===== src/rtl/spi_slave_phy.sv =====
// SPI mode-0 slave front end: synchronizes the pins into clk, shifts bytes in
// on sclk rise and out on sclk fall, and hands whole bytes to a register bridge.
module spi_slave_phy #(
  parameter int SYNC_STAGES = 2
) (
  input  logic       clk,
  input  logic       sys_rst_n,
  input  logic       sclk,
  input  logic       mosi,
  input  logic       cs_n,
  output logic       miso,
  output logic [7:0] rx_data,
  output logic       rx_valid,
  input  logic [7:0] tx_data,
  output logic       tx_req,
  output logic       frame_start,
  output logic       frame_end,
  output logic       dbg_state
);

  localparam logic ST_IDLE   = 1'b0;
  localparam logic ST_ACTIVE = 1'b1;

  logic [SYNC_STAGES-1:0] sclk_sync;
  logic [SYNC_STAGES-1:0] mosi_sync;
  logic [SYNC_STAGES-1:0] cs_sync;
  logic [SYNC_STAGES-1:0] fill;
  logic                   sclk_prev;
  logic                   armed;
  logic                   state;
  logic [2:0]             bit_cnt;
  logic [7:0]             rx_shift;
  logic [7:0]             tx_shift;
  logic                   load_pend;

  logic s_sclk, s_mosi, s_cs_n, sclk_rise, sclk_fall;

  assign s_sclk    = sclk_sync[SYNC_STAGES-1];
  assign s_mosi    = mosi_sync[SYNC_STAGES-1];
  assign s_cs_n    = cs_sync[SYNC_STAGES-1];
  assign sclk_rise = s_sclk & ~sclk_prev;
  assign sclk_fall = ~s_sclk & sclk_prev;
  assign miso      = (state == ST_ACTIVE) & tx_shift[7];
  assign dbg_state = state;

  // fill marks when the synchronizers hold real pin values instead of reset
  // values; armed then requires a genuine high cs_n before any frame is taken.
  always_ff @(posedge clk or negedge sys_rst_n) begin
    if (!sys_rst_n) begin
      sclk_sync <= '0;
      mosi_sync <= '0;
      cs_sync   <= '1;
      fill      <= '0;
      sclk_prev <= 1'b0;
      armed     <= 1'b0;
    end else begin
      sclk_sync <= {sclk_sync[SYNC_STAGES-2:0], sclk};
      mosi_sync <= {mosi_sync[SYNC_STAGES-2:0], mosi};
      cs_sync   <= {cs_sync[SYNC_STAGES-2:0], cs_n};
      fill      <= {fill[SYNC_STAGES-2:0], 1'b1};
      sclk_prev <= s_sclk;
      armed     <= armed | (fill[SYNC_STAGES-1] & s_cs_n);
    end
  end

  always_ff @(posedge clk or negedge sys_rst_n) begin
    if (!sys_rst_n) begin
      state       <= ST_IDLE;
      bit_cnt     <= 3'd0;
      rx_shift    <= 8'h00;
      tx_shift    <= 8'h00;
      load_pend   <= 1'b0;
      rx_data     <= 8'h00;
      rx_valid    <= 1'b0;
      tx_req      <= 1'b0;
      frame_start <= 1'b0;
      frame_end   <= 1'b0;
    end else begin
      rx_valid    <= 1'b0;
      tx_req      <= 1'b0;
      frame_start <= 1'b0;
      frame_end   <= 1'b0;
      case (state)
        ST_IDLE: begin
          if (armed && !s_cs_n) begin
            state       <= ST_ACTIVE;
            frame_start <= 1'b1;
            tx_shift    <= tx_data;
            bit_cnt     <= 3'd0;
            rx_shift    <= 8'h00;
            load_pend   <= 1'b0;
          end
        end
        ST_ACTIVE: begin
          // Deassert takes priority over any sclk edge seen in the same cycle.
          if (s_cs_n) begin
            state     <= ST_IDLE;
            frame_end <= 1'b1;
            bit_cnt   <= 3'd0;
            load_pend <= 1'b0;
          end else begin
            if (sclk_rise) begin
              rx_shift <= {rx_shift[6:0], s_mosi};
              bit_cnt  <= bit_cnt + 3'd1;
              if (bit_cnt == 3'd7) begin
                rx_data   <= {rx_shift[6:0], s_mosi};
                rx_valid  <= 1'b1;
                tx_req    <= 1'b1;
                load_pend <= 1'b1;
              end
            end
            if (sclk_fall) begin
              if (load_pend) begin
                tx_shift  <= tx_data;
                load_pend <= 1'b0;
              end else begin
                tx_shift <= {tx_shift[6:0], 1'b0};
              end
            end
          end
        end
        default: state <= ST_IDLE;
      endcase
    end
  end

endmodule


===== config.mk =====
export PLATFORM = sky130hd
export DESIGN_NAME = spi_slave_phy
export DESIGN_NICKNAME = d
export VERILOG_FILES = /design/src/rtl/spi_slave_phy.sv
export SDC_FILE = /design/constraint.sdc
export NUM_CORES = 1
export LEC_CHECK = 0
export ABC_AREA = 0
export BUFFER_PORTS_ARGS = -buffer_cell sky130_fd_sc_hd__clkbuf_2
export CAP_MARGIN = 20
export CORE_ASPECT_RATIO = 1.2
export CORE_MARGIN = 2
export CORE_UTILIZATION = 58
export CTS_BUF_LIST = sky130_fd_sc_hd__clkbuf_8
export DETAILED_ROUTE_END_ITERATION = 10
export PLACE_DENSITY = 0.84
export SLEW_MARGIN = 40
export SYNTH_ARGS = -nofsm -noshare
export SYNTH_HDL_FRONTEND = slang
export SYNTH_SLANG_ARGS = --single-unit

===== constraint.sdc =====
create_clock -name clk -period 1.95 [get_ports clk]
set_input_delay 0.195 -clock clk [delete_from_list [all_inputs] [get_ports clk]]
set_output_delay 0.195 -clock clk [all_outputs]
set_load 0.05 [all_outputs]

* After elaboration in Yosys (flattened, before gate mapping) *
Index checks and enable logic that the tools add are counted.

cells by class
  add/sub/neg operators = 1
  equal/unequal tests = 6
  multiplexer cells = 30
  bitwise operators = 9
  reductions and logical operators = 6

operators with widths
  kind                   number
  $mux W8                4
  $mux W7                3
  $pmux W8 S2            1
  $mux W1                15
  $pmux W7 S2            1
  $mux W3                3
  $pmux W3 S2            1
  $reduce_and A3 Y1      2
  $and A1 B1 Y1          4
  $ne A2 B1 Y1 const B   2
  $ne A2 B2 Y1 const B   2
  $not A1 Y1             4
  $pmux W1 S2            2
  $reduce_and A4 Y1      1
  $add A3 B1 Y3 const B  1
  $eq A3 B3 Y1 const B   1
  $ne A3 B2 Y1 const B   1
  $reduce_and A2 Y1      1
  $logic_and A1 B1 Y1    1
  $logic_not A1 Y1       1
  $or A1 B1 Y1           1

word-level totals
  flip-flop bits (word level) = 41
  input port bits = 13
  output and inout bits = 14
  word-level logic and storage cells = 67

* Longest topological paths before layout *
Gate-level depths: netlist of run 1.

  depth in word-level cells = 7
  gate-level depth with buffers = 5
  depth with buffers taken out = 4

* Least setup slack after synthesis of run 1 *
OpenSTA, ideal clock, no wires.

  path kind = flip-flop to flip-flop
  start = reg state, in the netlist dbg_state
  end = reg tx_shift[1]
  library setup time = 0.125 ns
  data arrival time = 1.570 ns
  data required time = 1.825 ns
  slack = 0.254 ns
  stages on the path, launching flop included = 6
  path buffers = 2
  period minus slack after synthesis = 1.696 ns
  cell sequence = dfrtp_1 buf_6 nor2b_4 a31o_1 buf_6 mux2_4

on the way
  longest elaborated chain between the ends = 3
  elaborated cells on any way between the ends = 6
  classes of those cells = eq/ne (3); mux (1); bitwise (1); reduce/logical (1)

ends and longest elaborated chain
  what                                RTL line  text
  from (decl)                         30        logic state;
  from (signal assigned)              68        state <= ST_IDLE;
  from (signal assigned)              86        state <= ST_ACTIVE;
  from (signal assigned)              97        state <= ST_IDLE;
  $not A1 Y1                          -
  $ne A2 B2 Y1 (no source line)       -
  $reduce_and A3 Y1 (no source line)  -
  to (signal assigned)                88        tx_shift <= tx_data;
  to (signal assigned)                114       tx_shift <= tx_data;
  to (signal assigned)                117       tx_shift <= {tx_shift[6:0], 1'b0};
  to (decl)                           33        logic [7:0] tx_shift;

Several ways; a longest one is shown, not always the timed one.
A chain may end at the register's enable or synchronous reset.

* Worst setup path in the final report of run 1 *
  start = reg state, in the netlist dbg_state
  end = reg tx_shift[6]

The elaborated chain is that of the path after synthesis.

==> results of run 1 <==
## worst max-delay path, cell delays in order, from the launching register on
cell     delay (ns)
dfrtp_1        0.56
nor2b_4        0.27
a31o_1         0.50
mux2_4         0.35
## power groups by stage
stage | Sequential (mW) | Clock, mW | Combinational [mW]
after floorplan | 0.968 | 0 | 0.160
after global placement | 0.967 | 0 | 0.204
after detailed placement | 0.974 | 0 | 0.212
after CTS | 0.959 | 0.805 | 0.221
after global routing | 0.968 | 0.840 | 0.238
final | 0.960 | 0.787 | 0.218
## routing by layer
metal	track usage, %	routed length (um)	vias up
li1	-	-	447
met2	32.62	1429	20
met3	7.710	145	7
met1	23.65	1161	476
met5	0	0	-
met4	8.654	53	0
## cell type report
cell class                      instances  area share (%)
Inverter                                8           1.483
Timing Repair Buffer                   32           9.147
Sequential cell                        41           50.80
Multi-Input combinational cell         57           29.85
Clock buffer                            5           3.399
Tap cell                               34           2.101
Clock inverter                          3           3.214
## logic make-up (layout without fill, tap and decap cells)
family,after synthesis,after routing
AO/OA/AOI/OAI,13,13
adder cells (fa/ha/maj),2,2
buffers and inverters,14,48
flip-flops,41,41
multiplexers,25,25
other,1,1
AND/OR/NAND/NOR,16,16
## worst paths after layout
path	from	end	slack [ns]	cells past startpoint
max	dbg_state$_DFF_PN0_	tx_shift[6]$_DFFE_PN0P_	0.16	3
min	tx_data[0]	tx_shift[0]$_DFFE_PN0P_	0.14	3
max reg2reg	dbg_state$_DFF_PN0_	tx_shift[6]$_DFFE_PN0P_	0.16	3
min reg2reg	mosi_sync[0]$_DFF_PN0_	mosi_sync[1]$_DFF_PN0_	0.35	0
max in group asynchronous	sys_rst_n	cs_sync[1]$_DFF_PN1_	1.11	3
min in group asynchronous	sys_rst_n	rx_data[5]$_DFFE_PN0P_	0.47	3
## placed cells by master (no fill, tap or decap), drive strengths merged
cell	count
o21bai	1
nand2	4
clkbuf	31
clkinv	1
a2111o	1
nand2b	2
dlygate4sd3	4
dfstp	2
inv	8
a22o	7
nor4	1
nor2	3
a31o	1
and4bb	1
bufinv	2
dfrtp	39
and2	2
a2bb2oi	1
nor2b	2
ha	2
conb	1
mux2	22
mux2i	3
a21o	1
o311ai	1
buf	2
nor3b	1
## state kept, by name, indices dropped and copies added (netlist names), 2 cells and up
| register | count |
|---|---|
| rx_data | 8 |
| mosi_sync | 2 |
| bit_cnt | 3 |
| fill | 2 |
| tx_shift | 8 |
| cs_sync | 2 |
| rx_shift | 7 |
| sclk_sync | 2 |
==> impl_metrics.toml, run 1 <==
[cells_and_area]
seq_area_um2 = 1028
fin_nets = 160
n_fill_cell = 195
multi_input_area_um2 = 604.3
drive_above_1_share_pct = 39.73
n_antenna_cell = 0
final_cell_area_um2 = 2024
stdcell_count = 180
post-route-util_pct = 72.01
area_delta_synth_final_pct = 17.25

[critical_path]
worstPathRequired_ns = 2.13
cp.arrival_ns = 1.97
crit_type = "flip-flop to flip-flop"
start_kind = "flip-flop"
end_kind = "flip-flop"
cp_max_fo = 11

[clock_tree]
ctsLongestPathBuffers = 2
cts_hold_buf = 4
cts_tree = "yes"
cts.clk_slew.worst_paths_ns = 0.07
numClockSinks = 41
clock-root-buffer = "clkbuf_8"
cts_buffers = 5
clk_latency_ns = 0.30
cts_setup_buffers = 0
htreeDepth = 2
cts.repair.resized = 0

[logic_synthesis]
syn_avg_cell_area_um2 = 15.42
synth_ff_type = "dfrtp_1"
synth_most_common_cell = "dfrtp_1"
syn_nets = 127
synth_area_um2 = 1727
synth_fa_ha_area_share_pct = 1.449
synth_top_family_by_area = "multiplexers"
synth_top_cell_by_area = "dfrtp_1"
synthArstFlopShare_pct = 100.0
yosysSeqAreaShare_pct = 59.57
synth_compound_area_share_pct = 6.594
synthTopCellsByArea = "dfrtp_1 57%, mux2_4 13%, mux2_1 3.9%, a22o_1 3.6%, buf_6 3.3%"
synth_top_area_share_pct = 56.52
ys_seq_elements = 41
synthCells = 112
synthXorXnorAreaFrac_pct = 0
synth_common_cells = "39 x dfrtp_1, 15 x mux2_4, 8 x inv_1, 7 x a22o_1, 6 x mux2_1"
synthMuxAreaShare_pct = 19.35
synth_cell_type_count = 29
yosysWarningCount = 0
synth_edf_count = 0
post_synth_and_or_nand_nor_area_fraction_pct = 7.391

[placed_design]
dp_hpwl_um = 1941
dp_slack_ns = 0.1951
portBuffers = 26
dp.cells = 168
place_area_um2 = 1851
gp_congestion = 0.6888

[power]
power_mw = 1.965
pwr-share-seq_pct = 48.8
power_density_nw_per_um2 = 970.4
p_leak_nw = 1.039
vdd_drop_max_v = 0.0009248
p_clk_share_pct = 40.1
p_sw_share_pct = 21.43
internal_power_mw = 1.544
power_frac_comb_pct = 11.1
p_switching_mw = 0.4209

[floorplan]
dieHeight_um = 63.77
dieArea_um2 = 3431
fp.dieW_um = 53.81
boundaryPins = 27
rows = 21
initial_utilization_pct = 61.42
core_um2 = 2811

[timing]
hold_viol = 0
setup_tns_ns = 0
rsz0062_at_grt = "no"
slew_violations = 0
slew_headroom_pct = 64.69
fin_worst_skew_ns = 0.01079
holdWs_ns = 0.1444
clock.fmax_mhz = 557.4
min_period_ns = 1.794
worst_slack_ns = 0.1560
finalSetupViolCount = 0
fin_crit_sh_pct = 92.00
worst_pin_slew_ns = 0.5296

[route]
wl_um = 2789
drc = 0
ant_nets = 0
vias = 950
dr.pass1.iters = 4
avgViaCountPerCell = 5.278
post_drt_wl_per_cell_um = 15.49
drt_iter0_markers = 13

[global_route]
grt_pass1_wl_um = 4712
grt_start_max_net_pins = 42
antenna_found_initial = 0
grtUsageTotal_pct = 20.31
first_global_vias = 1000
gr-total-overflow = 0

[status]
status = "complete, no violations"

[min_path]
hold_class = "input pin to flip-flop"

[run]
cap_violations = 0
Note: power is estimated with default switching activity, not from simulation.
==> run 2: changes to the inputs <==
- CORE_MARGIN: 2 -> default
- CORE_UTILIZATION: 58 -> 55
- PLACE_DENSITY: 0.84 -> 0.81
==> impl_metrics.toml, run 2 (synthesized netlist as in run 1, its figures left out) <==
[route]
ant_nets = 0
dr.pass1.iters = 4
drt_iter0_markers = 5
vias = 942
avgViaCountPerCell = 5.233
wl_um = 2620
post_drt_wl_per_cell_um = 14.56
drc = 0

[critical_path]
cp_max_fo = 11
r2r-start = "dbg_state$_DFF_PN0_"
startpoint = "dbg_state$_DFF_PN0_"
crit_type = "flip-flop to flip-flop"
r2r_slack_ns = 0.18
worstPathRequired_ns = 2.13
crit_path_end = "tx_shift[3]$_DFFE_PN0P_"
cp.arrival_ns = 1.95
end_kind = "flip-flop"
start_kind = "flip-flop"
r2r_end = "tx_shift[3]$_DFFE_PN0P_"
r2r_cells = 3

[timing]
slew_headroom_pct = 65.04
setup_tns_ns = 0
clock.fmax_mhz = 563.4
fin_crit_sh_pct = 91.02
finalSetupViolCount = 0
holdWs_ns = 0.1409
worst_pin_slew_ns = 0.5244
fin_worst_skew_ns = 0.003940
rsz0062_at_grt = "no"
hold_viol = 0
slew_violations = 0
min_period_ns = 1.775

[clock_tree]
cts_buffers = 5
cts_tree = "yes"
ctsLongestPathBuffers = 2
clk_latency_ns = 0.29
numClockSinks = 41
cts.clk_slew.worst_paths_ns = 0.07
clock-root-buffer = "clkbuf_8"
htreeDepth = 2

[cells_and_area]
final_cell_mix = "39 x dfrtp_1, 26 x clkbuf_2, 15 x mux2_4, 8 x inv_1, 7 x a22o_1"
layout_commonest_cell = "dfrtp_1"
fin_nets = 160
top_regs = "rx_data: 8 flops, tx_shift: 8 flops, rx_shift: 7 flops"
post-route-util_pct = 69.57
drive_above_1_share_pct = 39.73
area_delta_synth_final_pct = 16.45
n_fill_cell = 189
n_antenna_cell = 0

[min_path]
hold_class = "input pin to flip-flop"
hold-path-cell-count = 3
hp-start = "tx_data[0]"

[global_route]
antenna_found_initial = 0
gr-total-overflow = 0
grtUsageMet1_pct = 23.09
grt_util_met3_pct = 5.797
grt_start_max_net_pins = 18
grt_pass1_wl_um = 4471
first_global_vias = 987
grt.busiest_layer = "met2"
grtUsageTotal_pct = 19.32
grt_use_met2_pct = 29.27

[power]
power_density_nw_per_um2 = 931.2
vdd_drop_max_v = 0.0006892
p_leak_nw = 1.028
power_mw = 1.872

[placed_design]
gp_congestion = 0.6525
dp_hpwl_um = 1824
portBuffers = 26

[floorplan]
initial_utilization_pct = 59.74
rows = 21
dieHeight_um = 63.38
fp.dieW_um = 53.15
boundaryPins = 27
dieArea_um2 = 3369
core_um2 = 2890

[status]
status = "complete, no violations"

[run]
cap_violations = 0
-- run 2: timing repair --
item,CTS,global route
hold buffers,4,0
endpoints found under the hold margin,15,0
setup buffers,0,0
resized for setup,0,0
setup endpoints to repair,0,0
-- run 2: cell type report --
type | count | area, um2 | share of cell area (%)
multi-input combinational | 57 | 604.3 | 30.06
tap | 34 | 42.54 | 2.116
clock inverter | 2 | 37.54 | 1.867
timing repair buffer | 32 | 185.2 | 9.210
inverter | 8 | 30.03 | 1.493
sequential | 41 | 1028 | 51.15
clock buffer | 6 | 82.58 | 4.107
-- run 2: how the worst min path moves through the flow --
stage / endpoint / slack, ns
finish: tx_shift[0]$_DFFE_PN0P_ / 0.14
global route: tx_shift[0]$_DFFE_PN0P_ / 0.18
CTS: tx_shift[0]$_DFFE_PN0P_ / 0.13
detailed placement: rx_data[5]$_DFFE_PN0P_ / 0.11
global placement: tx_req$_DFF_PN0_ / 0.1
floorplan: armed$_DFF_PN0_ / -0.10
-- run 2: metrics by stage --
step / setup WS [ns] / std cells / instance area (um2)
final: 0.1751 / 180 / 2011
after global routing: 0.07416 / 180 / 2011
after CTS: 0.1637 / 180 / 2011
after detailed placement: 0.1785 / 168 / 1851
after global placement: 0.2577 / 168 / 1851
after floorplan: 0.2545 / 112 / 1727
-- run 2: critical path, stage by stage (launching register included) --
cell	delay (ns)
dfrtp_1	0.56
nor2b_4	0.26
a31o_1	0.50
mux2_4	0.35
-- run 2: layer usage --
metal / up-vias / wire length [um] / part of all wire, %
met1: 459 / 1109 / 42
met3: 6 / 135 / 5.2
met5: - / 0 / 0
li1: 449 / - / -
met4: 0 / 66 / 2.5
met2: 28 / 1308 / 50
-- run 2: report_power, final --
part / switching (mW) / internal [mW]
sequential: 0.0396 / 0.917
combinational: 0.0962 / 0.118
clock: 0.286 / 0.416
total: 0.422 / 1.45
